## src/rtl/iterator_loop.sv

```systemverilog
// Loop stage: drives a start/done child N times, feeding each result back as the next operand.
// Optional watchdog on the child wait is enabled by defining ITER_TIMEOUT_EN.
module iterator_loop #(
  parameter int WIDTH     = 8,
  parameter int CNT_WIDTH = 8,
  parameter int PULSE_LEN = 3,
  parameter int TIMEOUT   = 255
) (
  input  logic                 CLK,
  input  logic                 RST,
  input  logic                 Stin,
  input  logic [CNT_WIDTH-1:0] N_in,
  input  logic [WIDTH-1:0]     X_in,
  output logic                 Cstart,
  output logic [WIDTH-1:0]     Cx,
  output logic [CNT_WIDTH-1:0] Cidx,
  input  logic                 Cdone,
  input  logic [WIDTH-1:0]     Cres,
  output logic [WIDTH-1:0]     Res,
  output logic                 Done,
  output logic                 Busy,
  output logic                 Err
);

  typedef enum logic [1:0] {S_IDLE, S_LAUNCH, S_WAIT, S_FINISH} state_t;

  localparam logic [CNT_WIDTH-1:0] PL_LAST = CNT_WIDTH'(PULSE_LEN - 1);

  state_t                 r_state, w_state_nx;
  logic                   r_stin_q, r_cdone_q;
  logic [CNT_WIDTH-1:0]   r_n, w_n_nx;
  logic [WIDTH-1:0]       r_acc, w_acc_nx;
  logic [CNT_WIDTH-1:0]   r_pcnt, w_pcnt_nx;
  logic                   r_cstart, w_cstart_nx;
  logic [WIDTH-1:0]       r_cx, w_cx_nx;
  logic [CNT_WIDTH-1:0]   r_cidx, w_cidx_nx;
  logic [WIDTH-1:0]       r_res, w_res_nx;
  logic                   r_done, w_done_nx;
  logic                   r_busy, w_busy_nx;
  logic                   w_st_ev, w_cd_ev;

`ifdef ITER_TIMEOUT_EN
  localparam int TW = (TIMEOUT < 2) ? 1 : $clog2(TIMEOUT + 1);
  localparam logic [TW-1:0] TO_LAST = TW'(TIMEOUT - 1);
  logic [TW-1:0] r_wcnt, w_wcnt_nx;
  logic          r_err, w_err_nx;
`endif

  // Edge registers reset high so a level already present at reset release is not an event.
  assign w_st_ev = Stin & ~r_stin_q;
  assign w_cd_ev = Cdone & ~r_cdone_q;

  always_comb begin
    w_state_nx  = r_state;
    w_n_nx      = r_n;
    w_acc_nx    = r_acc;
    w_pcnt_nx   = r_pcnt;
    w_cstart_nx = r_cstart;
    w_cx_nx     = r_cx;
    w_cidx_nx   = r_cidx;
    w_res_nx    = r_res;
    w_done_nx   = r_done;
    w_busy_nx   = r_busy;
`ifdef ITER_TIMEOUT_EN
    w_wcnt_nx   = r_wcnt;
    w_err_nx    = r_err;
`endif
    case (r_state)
      S_IDLE: begin
        if (w_st_ev) begin
          w_n_nx    = N_in;
          w_acc_nx  = X_in;
          w_done_nx = 1'b0;
          w_busy_nx = 1'b1;
`ifdef ITER_TIMEOUT_EN
          w_err_nx  = 1'b0;
`endif
          if (N_in == '0) begin
            w_state_nx = S_FINISH;
          end else begin
            w_cidx_nx   = '0;
            w_cx_nx     = X_in;
            w_pcnt_nx   = '0;
            w_cstart_nx = 1'b1;
            w_state_nx  = S_LAUNCH;
          end
        end
      end
      S_LAUNCH: begin
        if (r_pcnt == PL_LAST) begin
          w_cstart_nx = 1'b0;
          w_state_nx  = S_WAIT;
`ifdef ITER_TIMEOUT_EN
          w_wcnt_nx   = '0;
`endif
        end else begin
          w_pcnt_nx = r_pcnt + 1'b1;
        end
      end
      S_WAIT: begin
        if (w_cd_ev) begin
          w_acc_nx = Cres;
          if (r_cidx == r_n - 1'b1) begin
            w_state_nx = S_FINISH;
          end else begin
            w_cidx_nx   = r_cidx + 1'b1;
            w_cx_nx     = Cres;
            w_pcnt_nx   = '0;
            w_cstart_nx = 1'b1;
            w_state_nx  = S_LAUNCH;
          end
        end
`ifdef ITER_TIMEOUT_EN
        // Expiry performs the finish actions directly so Done lands TIMEOUT cycles after entry.
        else if (r_wcnt == TO_LAST) begin
          w_res_nx   = r_acc;
          w_done_nx  = 1'b1;
          w_err_nx   = 1'b1;
          w_busy_nx  = 1'b0;
          w_state_nx = S_IDLE;
        end else begin
          w_wcnt_nx = r_wcnt + 1'b1;
        end
`endif
      end
      S_FINISH: begin
        w_res_nx   = r_acc;
        w_done_nx  = 1'b1;
        w_busy_nx  = 1'b0;
        w_state_nx = S_IDLE;
      end
      default: w_state_nx = S_IDLE;
    endcase
  end

  always_ff @(posedge CLK) begin
    if (RST) begin
      r_state   <= S_IDLE;
      r_stin_q  <= 1'b1;
      r_cdone_q <= 1'b1;
      r_n       <= '0;
      r_acc     <= '0;
      r_pcnt    <= '0;
      r_cstart  <= 1'b0;
      r_cx      <= '0;
      r_cidx    <= '0;
      r_res     <= '0;
      r_done    <= 1'b0;
      r_busy    <= 1'b0;
`ifdef ITER_TIMEOUT_EN
      r_wcnt    <= '0;
      r_err     <= 1'b0;
`endif
    end else begin
      r_state   <= w_state_nx;
      r_stin_q  <= Stin;
      r_cdone_q <= Cdone;
      r_n       <= w_n_nx;
      r_acc     <= w_acc_nx;
      r_pcnt    <= w_pcnt_nx;
      r_cstart  <= w_cstart_nx;
      r_cx      <= w_cx_nx;
      r_cidx    <= w_cidx_nx;
      r_res     <= w_res_nx;
      r_done    <= w_done_nx;
      r_busy    <= w_busy_nx;
`ifdef ITER_TIMEOUT_EN
      r_wcnt    <= w_wcnt_nx;
      r_err     <= w_err_nx;
`endif
    end
  end

  assign Cstart = r_cstart;
  assign Cx     = r_cx;
  assign Cidx   = r_cidx;
  assign Res    = r_res;
  assign Done   = r_done;
  assign Busy   = r_busy;
`ifdef ITER_TIMEOUT_EN
  assign Err    = r_err;
`else
  assign Err    = 1'b0;
`endif

endmodule
```

## config.mk

```make
export PLATFORM = sky130hd
export DESIGN_NAME = iterator_loop
export DESIGN_NICKNAME = d
export VERILOG_FILES = /design/src/rtl/iterator_loop.sv
export SDC_FILE = /design/constraint.sdc
export NUM_CORES = 1
export LEC_CHECK = 0
export ABC_CLOCK_PERIOD_IN_PS = 5600
export BUFFER_PORTS_ARGS = -buffer_cell sky130_fd_sc_hd__buf_2
export CORE_MARGIN = 5
export CORE_UTILIZATION = 59
export CTS_CLUSTER_DIAMETER = 50
export DETAILED_ROUTE_END_ITERATION = 12
export PLACE_DENSITY_LB_ADDON = 0.1
export SLEW_MARGIN = 25
export SYNTH_ARGS = -nofsm -noshare
export SYNTH_HDL_FRONTEND = slang
export SYNTH_SLANG_ARGS = --single-unit
```

## constraint.sdc

```tcl
create_clock -name CLK -period 5.6 [get_ports CLK]
set_input_delay 0.56 -clock CLK [delete_from_list [all_inputs] [get_ports CLK]]
set_output_delay 0.56 -clock CLK [all_outputs]
set_load 0.02 [all_outputs]
```

==> metrics.md <==
| Metric | Value |
|---|---|
| Status | finished clean |
| Register bit total from synthesis | 55 |
| IO Pins | 56 |
| First-pass GRT wire length | 9991 µm |
| CTS Sinks | 55 |
| Cells after DPL | 398 |
| Full die area | 6071 µm² |
| Hold Path Class | register to register |
| Peak VDD IR | 0.2451 mV |
| Post-cts sizing count | 0 |
| Detailed Routing Iterations Pass 1 | 4 |
| Least-Margin Pin Slew | 936.0 ps |
| Total track usage | 19.82% |
| Max Fclk | 0.4168 GHz |
| Max Slew Vio Count | 0 |
| Initial antenna violation count | 0 |
| Post-synth EDFFs | 0 |
| Main synth FF type | dfxtp_1 |
| Mapped Nets | 342 |
| Fin. Hold Viols | 0 |
| R2R Path Start | r_n[0] |
| Critical path peak fanout | 15 |
| Core Area | 4414 µm² |
| Post-CTS Hold Buffers | 0 |
| Die Span X | 77.92 µm |
| Fin cells | 406 |
| Initial DRC count | 93 |
| Clock Power Share | 30.7% |
| Diodes inserted | 0 |
| Sw Pwr | 0.2051 mW |
| Final Cycle Share | 42.85% |
| Synth cell types | 49 |
| CTS Buf Count | 5 |
| Vias | 2,366 |
| Detailed placement HPWL | 4278 µm |
| Mapped Area | 2721 µm² |
| Root Driver | clkbuf_8 |
| Sw Ratio | 27.89% |
| Largest net degree at the start of global routing | 59 |
| Pwr Density | 240.7 nW/µm² |
| Routed length per instance | 14.53 µm |
| Mapped Avg Cell Area | 8.779 µm² |
| Cell taking the most area after synthesis | dfxtp_1 |
| Synth Warn # | 0 |
| Post-route ant nets | 0 |
| DRC | 0 |
| RD Place Congestion | 0.8039 |
| Vias in the first global route | 2,258 |
| R2R setup slack | 3200 ps |
| Relative slew slack | 37.47% |
| Post CTS Setup Buffer Count | 0 |
| Internal power | 0.5304 mW |
| GRT Residual Overflow | 0 |
| Startpoint Class | register |
| CTS tree | yes |
| Htree depth | 2 |
| Min Hold Slack | 455.8 ps |
| Final setup fails | 0 |
| Leak | 1.182 nW |
| Port buffer count | 54 |
| CP Launch Point | r_n[0] |
| Total power | 0.7356 mW |
| RSZ-0062 raised after global routing | false |
| Placement row count | 24 |
| Skew final | 8.183 ps |
| Register area share after synthesis | 40.46% |
| Worst path arrival time | 2580 ps |
| Via density | 5.828 |
| Share of the synthesized area in the top cell type | 40.46% |
| WS Path Type | register to register |
| Clock slew at reported path FFs | 100 ps |
| Synth-to-Final Area Change | 12.28% |
| Total negative slack | 0 ps |
| Top-count cell post-synth | dfxtp_1 |
| Final #Nets | 385 |
| Fraction of registers with async set/reset | 0% |
| Die H | 77.92 µm |
| Gate Count Post-Synth | 310 |
| Minimum clock period | 2399 ps |
| Sequential share of power | 56.4% |
| Reg2Reg Depth | 8 |
| R2r endpoint | Cidx[0] |
| Maximum Capacitance Violations | 0 |
| CP Data Required Time | 5780 ps |
| Post-synth top cells | dfxtp_1 (55), nand2_1 (38), a21oi_1 (35), nor2_1 (25), a211oi_1 (17) |
| Synth top area cells | dfxtp_1 (40%), a21oi_1 (6.4%), nand2_1 (5.2%) |
| Initial Util | 61.65% |
| Final WL | 5899 µm |
| Crit path capture | Cidx[0] |
| Comb pwr share | 12.9% |
| CTS max path bufs | 2 |
| Layout cells sized above 1 | 24.58% |
| Clk_lat worst skew | 310 ps |
| Critical Path End Type | register |
==> how the worst min path moves through the flow <==
stage          startpoint   endpoint  slack, ps  depth (start not counted)
4_1_cts            Res[1]     Res[1]        460                          2
2_1_floorplan    r_acc[0]     Res[0]        430                          2
6_report           Res[3]     Res[3]        460                          2
3_5_place_dp       Res[1]     Res[1]        440                          2
5_1_grt             Cdone  r_cdone_q        460                          2
3_3_place_gp       Res[1]     Res[1]        440                          2
==> cell usage in the layout, fill, tap and decap left out, drive strengths merged <==
| cell | n |
|---|---|
| a211o | 1 |
| a211oi | 21 |
| a21oi | 36 |
| a311oi | 3 |
| a41oi | 7 |
| and2 | 4 |
| and3 | 8 |
| and3b | 2 |
| and4 | 1 |
| buf | 54 |
| clkbuf | 5 |
| clkinv | 2 |
| clkinvlp | 1 |
| conb | 1 |
| dfxtp | 55 |
| ha | 4 |
| inv | 9 |
| mux2i | 6 |
| nand2 | 38 |
| nand2b | 6 |
| nand3 | 8 |
| nand3b | 2 |
| nand4 | 3 |
| nor2 | 27 |
| nor2b | 6 |
| nor3 | 6 |
| nor3b | 3 |
| nor4 | 3 |
| nor4b | 2 |
| o211ai | 2 |
| o21a | 4 |
| o21ai | 4 |
| o21ba | 1 |
| o22ai | 1 |
| o31ai | 1 |
| o32ai | 6 |
| or2 | 2 |
| xnor2 | 6 |
| xor2 | 3 |
==> through the flow <==
stage / util, % / setup WS [ps] / instance area, µm²
floorplan: - / 3554 / 2721
global placement: 67.04 / 3127 / 2959
detailed placement: 67.04 / 3106 / 2959
CTS: 69.16 / 3199 / 3053
global route: 69.22 / 2991 / 3055
finish: 69.22 / 3201 / 3055
==> critical path, cell delays in order (launching register included) <==
cell	delay (ps)
dfxtp_1	420
inv_1	70
ha_1	220
and2_4	170
a211oi_1	270
o31ai_2	150
and4_4	230
nor2_2	540
o21ai_0	190
==> per-layer routing <==
layer / up-vias / wire length, µm / global-route usage (%)
li1: 1198 / - / -
met5: - / 0 / 0
met2: 64 / 2904 / 34.64
met3: 6 / 368 / 4.514
met1: 1098 / 2564 / 24.52
met4: 0 / 61 / 5.068
==> power groups by stage <==
stage	combinational, mW	sequential (mW)	clock (mW)
3_5_place_dp	0.0953	0.423	0
3_3_place_gp	0.0938	0.424	0
2_1_floorplan	0.0694	0.425	0
4_1_cts	0.0958	0.415	0.229
6_report	0.0952	0.415	0.226
5_1_grt	0.106	0.417	0.249
==> cell families after synthesis <==
family	synth area share [%]
other	0.1378
xor gates and xnor gates	3.173
muxes	2.207
AOI/OAI and AO/OA	23.08
DFF	40.46
buffers and inverters	4.827
and+or+nand+nor	24.28
adders and majority gates	1.839
==> state kept, by name (all words and copies together) (netlist names) <==
name and count:
r_acc 8, r_state 2, Cx 8, r_cdone_q 1, r_stin_q 1, Busy 1
Res 8, r_n 8, Done 1, Cidx 8, r_pcnt 8, Cstart 1
==> layout make-up <==
type / instances / area [µm²]
clock inverters: 3 / 25.02
inverters: 9 / 33.78
clock buffers: 5 / 68.82
multi-input cells: 228 / 1489
fillers: 362 / 1359
flip-flops and latches: 55 / 1101
repair buffers: 54 / 272.8
well taps: 52 / 65.06
(Power assumes the default switching activity.)
